### src/rtl/lcd_ram_reader_pkg.sv
// Shared FSM encoding, RAM command codes and LCD geometry for the frame reader.
package lcd_ram_reader_pkg;

   typedef enum logic [2:0] {
      S_IDLE,
      S_REQ,
      S_WAIT,
      S_SEND,
      S_DONE
   } state_t;

   localparam logic [1:0] RAM_READ  = 2'b11;
   localparam logic [1:0] RAM_WRITE = 2'b10;
   localparam logic [1:0] RAM_IDLE  = 2'b00;

   localparam int LINE_LEN = 16;

endpackage

### src/rtl/lcd_ram_lat_cnt.sv
// Read-latency wait counter: 'last' flags the READ_LAT-th consecutive cycle of 'run'.
// Combinational 'last', no backpressure; clears whenever 'run' drops.
module lcd_ram_lat_cnt #(
   parameter int READ_LAT = 1
) (
   input  logic clk,
   input  logic rst,
   input  logic run,
   output logic last
);

   logic [1:0] cnt;

   assign last = run && (cnt == 2'(READ_LAT - 1));

   always_ff @(posedge clk or posedge rst) begin
      if (rst) begin
         cnt <= '0;
      end else if (!run || last) begin
         cnt <= '0;
      end else begin
         cnt <= cnt + 2'd1;
      end
   end

endmodule

### src/rtl/lcd_ram_reader.sv
// Scans DEPTH character cells from RAM to the LCD driver, one valid/ready beat per cell.
// READ_LAT+2 cycles per cell; char_ready low holds the beat, abort drops the scan at once.
module lcd_ram_reader
   import lcd_ram_reader_pkg::*;
#(
   parameter int DEPTH    = 32,
   parameter int ADDR_W   = 5,
   parameter int DATA_W   = 8,
   parameter int READ_LAT = 1
) (
   input  logic              clk,
   input  logic              rst,
   input  logic              start,
   input  logic              abort,
   output logic [ADDR_W-1:0] mem_addr,
   output logic [1:0]        mem_rw,
   input  logic [DATA_W-1:0] mem_rdata,
   output logic [DATA_W-1:0] char_data,
   output logic [ADDR_W-1:0] char_pos,
   output logic              char_eol,
   output logic              char_valid,
   input  logic              char_ready,
   output logic              busy,
   output logic              done
);

   state_t            state, state_nxt;
   logic [ADDR_W-1:0] idx, idx_nxt;
   logic              lat_last;
   logic              hs;

   assign hs       = char_valid & char_ready;
   assign char_eol = (32'(char_pos) % LINE_LEN) == (LINE_LEN - 1);

   lcd_ram_lat_cnt #(
      .READ_LAT (READ_LAT)
   ) u_lat_cnt (
      .clk  (clk),
      .rst  (rst),
      .run  (state == S_WAIT),
      .last (lat_last)
   );

   always_comb begin
      state_nxt = state;
      idx_nxt   = idx;
      unique case (state)
         S_IDLE: if (start) begin
            state_nxt = S_REQ;
            idx_nxt   = '0;
         end
         S_REQ:  state_nxt = S_WAIT;
         S_WAIT: if (lat_last) state_nxt = S_SEND;
         S_SEND: if (hs) begin
            // last cell finishes the frame without issuing a wrap-around read
            if (idx == ADDR_W'(DEPTH - 1)) begin
               state_nxt = S_DONE;
            end else begin
               state_nxt = S_REQ;
               idx_nxt   = idx + 1'b1;
            end
         end
         S_DONE: state_nxt = S_IDLE;
         default: state_nxt = S_IDLE;
      endcase
      // abort beats start in IDLE and any handshake elsewhere
      if (abort) begin
         state_nxt = S_IDLE;
         idx_nxt   = idx;
      end
   end

   always_ff @(posedge clk or posedge rst) begin
      if (rst) begin
         state <= S_IDLE;
         idx   <= '0;
      end else begin
         state <= state_nxt;
         idx   <= idx_nxt;
      end
   end

   // outputs are registered from the next state so they line up with the state they describe
   always_ff @(posedge clk or posedge rst) begin
      if (rst) begin
         mem_addr   <= '0;
         mem_rw     <= RAM_IDLE;
         char_data  <= '0;
         char_pos   <= '0;
         char_valid <= 1'b0;
         busy       <= 1'b0;
         done       <= 1'b0;
      end else begin
         mem_rw <= (state_nxt == S_REQ) ? RAM_READ : RAM_IDLE;
         if (state_nxt == S_REQ) begin
            mem_addr <= idx_nxt;
         end
         if (state == S_WAIT && lat_last) begin
            char_data <= mem_rdata;
            char_pos  <= idx;
         end
         char_valid <= (state_nxt == S_SEND);
         busy       <= (state_nxt != S_IDLE);
         done       <= (state_nxt == S_DONE);
      end
   end

endmodule

### config.mk
export PLATFORM = sky130hd
export DESIGN_NAME = lcd_ram_reader
export DESIGN_NICKNAME = d
export VERILOG_FILES = /design/src/rtl/lcd_ram_reader_pkg.sv /design/src/rtl/lcd_ram_lat_cnt.sv /design/src/rtl/lcd_ram_reader.sv
export SDC_FILE = /design/constraint.sdc
export NUM_CORES = 1
export LEC_CHECK = 0
export ABC_AREA = 1
export ABC_CLOCK_PERIOD_IN_PS = 2600
export CORE_ASPECT_RATIO = 0.8
export CORE_MARGIN = 10
export CORE_UTILIZATION = 25
export CTS_BUF_LIST = sky130_fd_sc_hd__clkbuf_4 sky130_fd_sc_hd__clkbuf_8
export DETAILED_ROUTE_END_ITERATION = 12
export GPL_TIMING_DRIVEN = 0
export SLEW_MARGIN = 40
export SYNTH_ARGS = -nofsm -noshare
export SYNTH_HDL_FRONTEND = slang
export SYNTH_SLANG_ARGS = --single-unit
### constraint.sdc
create_clock -name clk -period 2.6 [get_ports clk]
set_input_delay 0.52 -clock clk [delete_from_list [all_inputs] [get_ports clk]]
set_output_delay 0.52 -clock clk [all_outputs]
set_load 0.05 [all_outputs]
==> results of run 1 <==
## final cells by class
class	instances	area, µm²
clock buffer	6	76.3
sequential	32	801
tap	81	101
clock inverter	1	5.00
buffer	2	11.3
timing repair buffer	36	360
multi-input combinational	119	592
fill	629	3820
inverter	22	82.6
## through the flow
| step | total power [mW] | hold slack (ns) |
|---|---|---|
| CTS | 1.56 | 0.435 |
| global route | 1.62 | 0.465 |
| floorplan | 0.988 | 0.403 |
| global placement | 1.18 | 0.417 |
| finish | 1.53 | 0.426 |
| detailed placement | 1.19 | 0.426 |
## cells in the final DEF, fill, tap and decap left out, types with 2 or more instances in the layout
cell type and instances:
nor2_2 2, inv_2 5, clkdlybuf4s50_1 36, nand2_2 4, o21ai_0 6, nand2_1 70
o21ai_2 2, inv_1 16, dfrtp_1 32, nor3_1 2, nand3b_1 2, nor2_1 7
nand3_1 10, nor2_4 2, a21oi_2 2, clkbuf_8 5, nand4_1 2, ha_1 2
## worst max-delay path, stage by stage (launching register included)
cell and delay [ns]:
dfrtp_1 0.38, nand2_1 0.07, nor2_1 0.09, clkdlybuf4s50_1 0.81
## power by group through the flow
| stage | logic (mW) | registers, mW | clock network [mW] |
|---|---|---|---|
| after floorplan | 0.143 | 0.846 | 0 |
| after global placement | 0.570 | 0.613 | 0 |
| final | 0.564 | 0.605 | 0.365 |
| after global routing | 0.605 | 0.614 | 0.405 |
| after CTS | 0.575 | 0.606 | 0.381 |
| after detailed placement | 0.575 | 0.615 | 0 |
## final timing paths
path / from / end / depth (start not counted)
min in group asynchronous: rst / mem_addr[4]$_DFFE_PP0N_ / 2
worst min register to register: u_lat_cnt.cnt[0]$_DFF_PP0_ / u_lat_cnt.cnt[0]$_DFF_PP0_ / 1
worst max register to register: idx[1]$_DFF_PP0_ / mem_addr[2]$_DFFE_PP0N_ / 9
max in group asynchronous: rst / state[1]$_DFF_PP0_ / 2
worst max-delay path: char_pos[1]$_DFFE_PP0P_ / char_eol / 3
worst min-delay path: u_lat_cnt.cnt[0]$_DFF_PP0_ / u_lat_cnt.cnt[0]$_DFF_PP0_ / 1
## kinds of logic (layout without fill, tap and decap cells)
family	count (synthesis)	count (layout)	share of synthesized area, %
buffers and inverters	24	67	6.31
adder cells (fa/ha/maj)	2	2	1.68
flip-flops	32	32	53.9
AO/OA/AOI/OAI	14	14	6.65
AND/OR/NAND/NOR	103	103	31.5
## flip-flops by register name (all words and copies together), names as in the netlist
signal and count:
char_data 8, char_pos 5, idx 5, mem_addr 5, state 3, u_lat_cnt.cnt 2
busy 1, char_valid 1, done 1, mem_rw 1
## routing by layer
metal  global-route usage (%)  vias to the layer above  share of wire [%]
li1                         -                      636                  -
met1                     10.5                      559                 50
met2                     10.8                       30                 41
met3                     3.46                        4                7.8
met4                     2.58                        0               0.96
met5                        0                        -                  0
==> flow_summary_export.csv, run 1 <==
group,metric,value,unit
timing,fin_ws,0.449,ns
pwr,pwr-share-seq,39.5,%
synthesis,synth.net_count,190,
clock_tree,cts_root_buf,"clkbuf_8",
worst_setup_path,ff2ff_setup_slack,1.08,ns
global_routing,grt_pass1_wl,5870,µm
clock_tree,cts_buffer_depth,2,
timing,worstMarginPinSlew,0.666,ns
worst_setup_path,end_kind,"output pin",
cells_and_area,layout.cells.non_filler,299,
synthesis,netlist_top_cells_count,"nand2_1 (70), dfrtp_1 (32), inv_1 (17), nand3_1 (10), nor2_1 (7)",
timing,rsz0062_at_grt,"false",
pwr,power.density,756,mW/mm²
timing,fmax,465,MHz
routing,drtPass1Iterations,4,
pwr,combPwrFrac,36.8,%
worst_setup_path,worstPathRequired,2.08,ns
routing,drtIter0Drc,84,
pwr,clkPwrFrac,23.8,%
worst_setup_path,critPathMaxFanout,3,
pwr,p_sw,0.594,mW
timing,slew_headroom,55.5,%
clock_tree,cts_max_level,2,
placed_design,io_buffers,36,
worst_setup_path,crit_type,"flip-flop to output pin",
synthesis,ys_ff_latch,32,
routing,routed-via-count,1229,
timing,min_period_over_period,82.7,%
cells_and_area,nets,233,
floorplan,die_area,0.00945,mm²
synthesis,syn_inst,175,
timing,setup_viol,0,
timing,finalSetupTns,0,ns
routing,wl,3540,µm
placed_design,dp.cells,292,
floorplan,rows,25,
clock_tree,numCtsBuffers,5,
routing,route.detailed.drc,0,
worst_setup_path,critPathLaunchType,"flip-flop",
global_routing,grt_overflow_total,0,
floorplan,floorplan.initialDensity,25.4,%
synthesis,yosys.cell_types.count,25,
synthesis,synth_ff_type,"dfrtp_1",
synthesis,synth.most_common_cell,"nand2_1",
pwr,p_int,0.940,mW
clock_tree,cts_resized,0,
cells_and_area,drive_gt1_share,12.8,%
cells_and_area,syn_to_final_growth,36.5,%
placed_design,post-place-ws,0.587,ns
synthesis,ys_async_sr_fraction,100,%
placed_design,gp_congestion,0.870,
timing,hold_violations,0,
global_routing,grt_max_degree,33,
synthesis,synth_area,0.00149,mm²
clock_tree,clk_pin_slew,0.07,ns
synthesis,yosys-top-cells-area,"dfrtp_1 (54%), nand2_1 (18%), inv_1 (4.3%)",
cells_and_area,antenna_cells,0,
cells_and_area,final_util,34.7,%
placed_design,detailed_place_hpwl,2730,µm
global_routing,grt_util_all_layers,7.80,%
min_path,hold_class,"flip-flop to flip-flop",
routing,via_per_inst,4.11,
routing,wl_per_cell,11.8,µm
synthesis,synth.top_cell.area_share,53.9,%
clock_tree,postCtsHoldBufs,0,
floorplan,die_w,106,µm
flow_run,max-cap-violations,0,
run_status,status,"complete, no violations",
routing,ant_nets,0,
clock_tree,cts_sinks,32,
floorplan,die_h,89.0,µm
synthesis,synth.avg_cell_area,8.49,µm²
placed_design,postPlaceCellArea,0.00195,mm²
floorplan,io_pins,37,
timing,period_minus_slack,2.15,ns
synthesis,synth_top_area_cell,"dfrtp_1",
clock_tree,post_cts_buffers,0,
pwr,swShare,38.7,%
clock_tree,clk_latency,0.28,ns
cells_and_area,fin_area,0.00203,mm²
timing,skew,0.00610,ns
clock_tree,cts_tree,"yes",
synthesis,yosys_warnings,0,
global_routing,antenna_found_initial,0,
synthesis,synth_edf_count,0,
floorplan,core-area,0.00585,mm²
pwr,vdd_drop_max,0.000206,V
synthesis,ys_seq_area_share,53.9,%
timing,drv_slew,0,
global_routing,grt_pass1_vias,1193,
worst_setup_path,arrival,1.63,ns
pwr,p_leak,0.968,nW
Note: power is estimated with default switching activity, not from simulation.
==> run 2: changes to the inputs <==
--- a/config.mk
+++ b/config.mk
@@ -6,7 +6,7 @@
 export NUM_CORES = 1
 export LEC_CHECK = 0
 export ABC_AREA = 1
-export ABC_CLOCK_PERIOD_IN_PS = 2600
+export ABC_CLOCK_PERIOD_IN_PS = 2000
 export CORE_ASPECT_RATIO = 0.8
 export CORE_MARGIN = 10
 export CORE_UTILIZATION = 25
==> constraint.sdc (replaced) <==
create_clock -name clk -period 2 [get_ports clk]
set_input_delay 0.4 -clock clk [delete_from_list [all_inputs] [get_ports clk]]
set_output_delay 0.4 -clock clk [all_outputs]
set_load 0.05 [all_outputs]
==> flow_summary_export.csv, run 2 (synthesized netlist as in run 1, its figures left out) <==
group,metric,value,unit
floorplan,core-area,0.00585,mm²
worst_setup_path,critPathLaunchType,"flip-flop",
timing,worstMarginPinSlew,0.666,ns
clock_tree,post_cts_buffers,0,
clock_tree,clk_pin_slew,0.06,ns
clock_tree,cts_resized,1,
worst_setup_path,crit_end,"mem_rw[1]",
worst_setup_path,cp_slowest_cell,"clkdlybuf4s50_1",
timing,min_period_over_period,95.0,%
clock_tree,cts_max_level,2,
global_routing,grt_overflow_total,0,
cells_and_area,mostFrequentLayoutCells,"nand2_1 (70), clkdlybuf4s50_1 (35), dfrtp_1 (32)",
clock_tree,clk_latency,0.28,ns
cells_and_area,final_common_cell,"nand2_1",
pwr,p_leak,0.973,nW
routing,route.detailed.drc,0,
clock_tree,cts_tree,"yes",
floorplan,io_pins,37,
pwr,vdd_drop_max,0.000268,V
routing,drtPass1Iterations,4,
global_routing,grt_max_degree,33,
clock_tree,numCtsBuffers,5,
timing,fmax,526,MHz
cells_and_area,multi_input_area,592,µm²
global_routing,grt_busiest_layer,"met2",
global_routing,met1_usage,10.5,%
worst_setup_path,cp_cell_sequence,"buf_4, clkdlybuf4s50_1",
flow_run,max-cap-violations,0,
timing,hold_ws,0.426,ns
global_routing,grt_util_all_layers,7.80,%
worst_setup_path,crit-reg2reg-capture,"mem_addr[2]$_DFFE_PP0N_",
clock_tree,cts_buffer_depth,2,
global_routing,use_met3,3.46,%
floorplan,die_area,0.00945,mm²
timing,drv_slew,0,
worst_setup_path,critPathMaxFanout,2,
clock_tree,cts_root_buf,"clkbuf_8",
placed_design,io_buffers,36,
cells_and_area,fin_area,0.00203,mm²
timing,skew,0.00610,ns
worst_setup_path,ff2ff_setup_slack,0.48,ns
cells_and_area,antenna_cells,0,
routing,wl_per_cell,11.8,µm
cells_and_area,largest_register,"char_data",
routing,via_per_inst,4.11,
cells_and_area,nets,233,
worst_setup_path,arrival,1.50,ns
worst_setup_path,end_kind,"output pin",
clock_tree,cts_sinks,32,
placed_design,postPlaceCellArea,0.00195,mm²
pwr,power.density,983,mW/mm²
timing,setup_viol,0,
global_routing,antenna_found_initial,0,
floorplan,die_w,106,µm
min_path,hold_class,"flip-flop to flip-flop",
clock_tree,postCtsHoldBufs,0,
global_routing,grt_pass1_vias,1193,
worst_setup_path,worstPathRequired,1.60,ns
floorplan,die_h,89.0,µm
routing,ant_nets,0,
timing,rsz0062_at_grt,"false",
placed_design,gp_congestion,0.870,
floorplan,floorplan.initialDensity,25.4,%
timing,period_minus_slack,1.90,ns
routing,drtIter0Drc,84,
pwr,power,1.99,mW
routing,wl,3540,µm
worst_setup_path,timing.rr.start,"idx[1]$_DFF_PP0_",
worst_setup_path,slowest_delay,0.79,ns
routing,routed-via-count,1229,
floorplan,rows,25,
cells_and_area,drive_gt1_share,12.8,%
timing,hold_violations,0,
timing,finalSetupTns,0,ns
worst_setup_path,crit_type,"flip-flop to output pin",
cells_and_area,fill_cells,628,
global_routing,met2_usage,10.8,%
global_routing,grt_pass1_wl,5870,µm
cells_and_area,largest_reg_flops,8,
run_status,status,"complete, no violations",
worst_setup_path,crit_start,"mem_rw[0]$_DFF_PP0_",
worst_setup_path,reg2regPathDepth,9,
timing,slew_headroom,55.5,%
cells_and_area,seqCellArea,801,µm²
cells_and_area,syn_to_final_growth,36.4,%
placed_design,detailed_place_hpwl,2730,µm
run 2: metal layers:
metal / share of wire [%] / routed length [µm]
met1: 50 / 1770
met2: 41 / 1460
met3: 7.8 / 275
met4: 0.96 / 34
met5: 0 / 0
run 2: layout make-up:
cell class	instances	area share, %
Multi-Input combinational cell	119	29.2
Buffer	2	0.555
Clock inverter	1	0.247
Sequential cell	32	39.5
Tap cell	81	5.00
Clock buffer	6	3.76
Timing Repair Buffer	36	17.7
Inverter	22	4.07
run 2: worst min path at each step:
| stage | end | cells past startpoint | startpoint | slack (ns) |
|---|---|---|---|---|
| global route | u_lat_cnt.cnt[0]$_DFF_PP0_ | 1 | u_lat_cnt.cnt[0]$_DFF_PP0_ | 0.47 |
| finish | u_lat_cnt.cnt[0]$_DFF_PP0_ | 1 | u_lat_cnt.cnt[0]$_DFF_PP0_ | 0.43 |
| detailed placement | u_lat_cnt.cnt[0]$_DFF_PP0_ | 1 | u_lat_cnt.cnt[0]$_DFF_PP0_ | 0.43 |
| floorplan | u_lat_cnt.cnt[0]$_DFF_PP0_ | 1 | u_lat_cnt.cnt[0]$_DFF_PP0_ | 0.40 |
| CTS | u_lat_cnt.cnt[0]$_DFF_PP0_ | 1 | u_lat_cnt.cnt[0]$_DFF_PP0_ | 0.44 |
| global placement | u_lat_cnt.cnt[0]$_DFF_PP0_ | 1 | u_lat_cnt.cnt[0]$_DFF_PP0_ | 0.42 |
run 2: through the flow:
stage               std cells  setup slack, ns  utilization, %
finish                    299            0.100            34.7
global route              299           0.0251            34.7
CTS                       299           0.0749            34.7
detailed placement        292            0.107            33.3
global placement          292           0.0467            33.3
floorplan                 175            0.202               -
run 2: worst max-delay path: cells and delay by family, from the launching register on:
kind	cells	cell delay, ns
buf+inv	2	0.89
flops	1	0.34
run 2: power by group:
group          internal [mW]  total, mW  switching [mW]
clock network          0.250      0.474           0.224
registers              0.737      0.787          0.0496
logic                  0.234      0.733           0.499
==> run 3: changes to the inputs <==
--- a/config.mk
+++ b/config.mk
@@ -8,7 +8,6 @@
 export ABC_AREA = 1
 export ABC_CLOCK_PERIOD_IN_PS = 2000
 export CORE_ASPECT_RATIO = 0.8
-export CORE_MARGIN = 10
 export CORE_UTILIZATION = 25
 export CTS_BUF_LIST = sky130_fd_sc_hd__clkbuf_4 sky130_fd_sc_hd__clkbuf_8
 export DETAILED_ROUTE_END_ITERATION = 12
==> flow_summary_export.csv, run 3 (synthesized netlist as in run 1, its figures left out) <==
group,metric,value,unit
cells_and_area,nets,233,
pwr,power.density,994,mW/mm²
worst_setup_path,slowest_delay,0.78,ns
cells_and_area,fin_area,0.00204,mm²
timing,fin_ws,0.0946,ns
worst_setup_path,cp_cell_sequence,"buf_4, clkdlybuf4s50_1",
cells_and_area,largest_reg_flops,8,
cells_and_area,antenna_cells,0,
floorplan,core-area,0.00559,mm²
cells_and_area,mostFrequentLayoutCells,"nand2_1 (70), clkdlybuf4s50_1 (35), dfrtp_1 (32)",
routing,drtIter0Drc,75,
run_status,status,"complete, no violations",
placed_design,io_buffers,36,
floorplan,die_area,0.00626,mm²
worst_setup_path,arrival,1.51,ns
pwr,vdd_drop_max,0.000264,V
timing,hold_violations,0,
placed_design,postPlaceCellArea,0.00194,mm²
global_routing,grt_max_degree,33,
placed_design,gp_congestion,0.859,
routing,wl,3240,µm
cells_and_area,final_common_cell,"nand2_1",
routing,route.detailed.drc,0,
worst_setup_path,crit_type,"flip-flop to output pin",
timing,skew,0.00514,ns
floorplan,die_h,71.0,µm
flow_run,max-cap-violations,0,
clock_tree,clk_pin_slew,0.07,ns
worst_setup_path,critPathLaunchType,"flip-flop",
clock_tree,numCtsBuffers,5,
cells_and_area,drive_gt1_share,13.2,%
global_routing,grt_pass1_wl,5330,µm
clock_tree,post_cts_buffers,0,
clock_tree,cts_buffer_depth,2,
timing,slew_headroom,54.5,%
global_routing,use_met3,4.08,%
timing,period_minus_slack,1.91,ns
global_routing,antenna_found_initial,0,
worst_setup_path,critPathMaxFanout,2,
routing,drtPass1Iterations,4,
clock_tree,clk_latency,0.29,ns
routing,ant_nets,0,
global_routing,met2_usage,15.5,%
timing,fmax,525,MHz
timing,min_period_over_period,95.3,%
global_routing,grt_busiest_layer,"met1",
worst_setup_path,cp_slowest_cell,"clkdlybuf4s50_1",
global_routing,grt_util_all_layers,11.4,%
placed_design,post-place-ws,0.101,ns
clock_tree,cts_max_level,2,
floorplan,floorplan.initialDensity,26.6,%
routing,via_per_inst,4.09,
floorplan,rows,24,
pwr,p_leak,0.980,nW
cells_and_area,fill_cells,605,
cells_and_area,syn_to_final_growth,37.0,%
placed_design,detailed_place_hpwl,2360,µm
timing,worstMarginPinSlew,0.682,ns
timing,hold_ws,0.429,ns
cells_and_area,layout.cells.non_filler,297,
routing,wl_per_cell,10.9,µm
clock_tree,cts_tree,"yes",
min_path,hold_class,"flip-flop to flip-flop",
global_routing,grt_pass1_vias,1136,
placed_design,dp.cells,289,
timing,rsz0062_at_grt,"false",
floorplan,die_w,88.2,µm
clock_tree,cts_root_buf,"clkbuf_8",
timing,drv_slew,0,
timing,setup_viol,0,
cells_and_area,final_util,36.4,%
clock_tree,cts_sinks,32,
clock_tree,postCtsHoldBufs,0,
global_routing,met1_usage,16.1,%
routing,routed-via-count,1216,
pwr,power,2.02,mW
clock_tree,cts_resized,1,
worst_setup_path,worstPathRequired,1.60,ns
timing,finalSetupTns,0,ns
floorplan,io_pins,37,
cells_and_area,largest_register,"char_data",
worst_setup_path,end_kind,"output pin",
global_routing,grt_overflow_total,0,
==> run 3: cell count changes in the layout (fill, tap and decap cells not counted), sizes merged <==
cell    previous run  this run
clkinv             2         3
==> run 3: path summary, 6_finish.rpt <==
check / startpoint / depth (start not counted) / end / slack (ns)
setup / recovery: mem_rw[0]$_DFF_PP0_ / 2 / mem_rw[1] / 0.09
hold / removal: u_lat_cnt.cnt[0]$_DFF_PP0_ / 1 / u_lat_cnt.cnt[0]$_DFF_PP0_ / 0.43
setup reg to reg: idx[1]$_DFF_PP0_ / 9 / mem_addr[2]$_DFFE_PP0N_ / 0.45
hold reg to reg: u_lat_cnt.cnt[0]$_DFF_PP0_ / 1 / u_lat_cnt.cnt[0]$_DFF_PP0_ / 0.43
max in group asynchronous: rst / 2 / state[0]$_DFF_PP0_ / 1.02
min in group asynchronous: rst / 2 / mem_addr[3]$_DFFE_PP0N_ / 0.54
==> run 3: area by class of cell <==
cell class	instances	area (µm²)	share of cell area, %
inverters	22	82.6	4.06
well taps	78	97.6	4.79
multi-input cells	119	592	29.1
repair buffers	36	359	17.6
clock inverters	2	10.0	0.492
plain buffers	2	11.3	0.553
clock buffers	6	82.6	4.06
flip-flops and latches	32	801	39.3
==> run 3: worst max-delay path, delay by kind of cell (launching register included) <==
family / cells / cell delay (ns)
flops: 1 / 0.34
buf+inv: 2 / 0.88
==> run 3: power breakdown <==
part	internal, mW	leakage [nW]	switching (mW)
clock	0.274	0.0510	0.236
combinational	0.235	0.498	0.496
sequential	0.737	0.430	0.0459
total	1.25	0.980	0.778
==> run 3: per-layer routing <==
layer	up-vias	part of all wire [%]
met5	-	0
met4	0	1.9
met3	7	7.4
met2	39	39
met1	542	52
li1	628	-
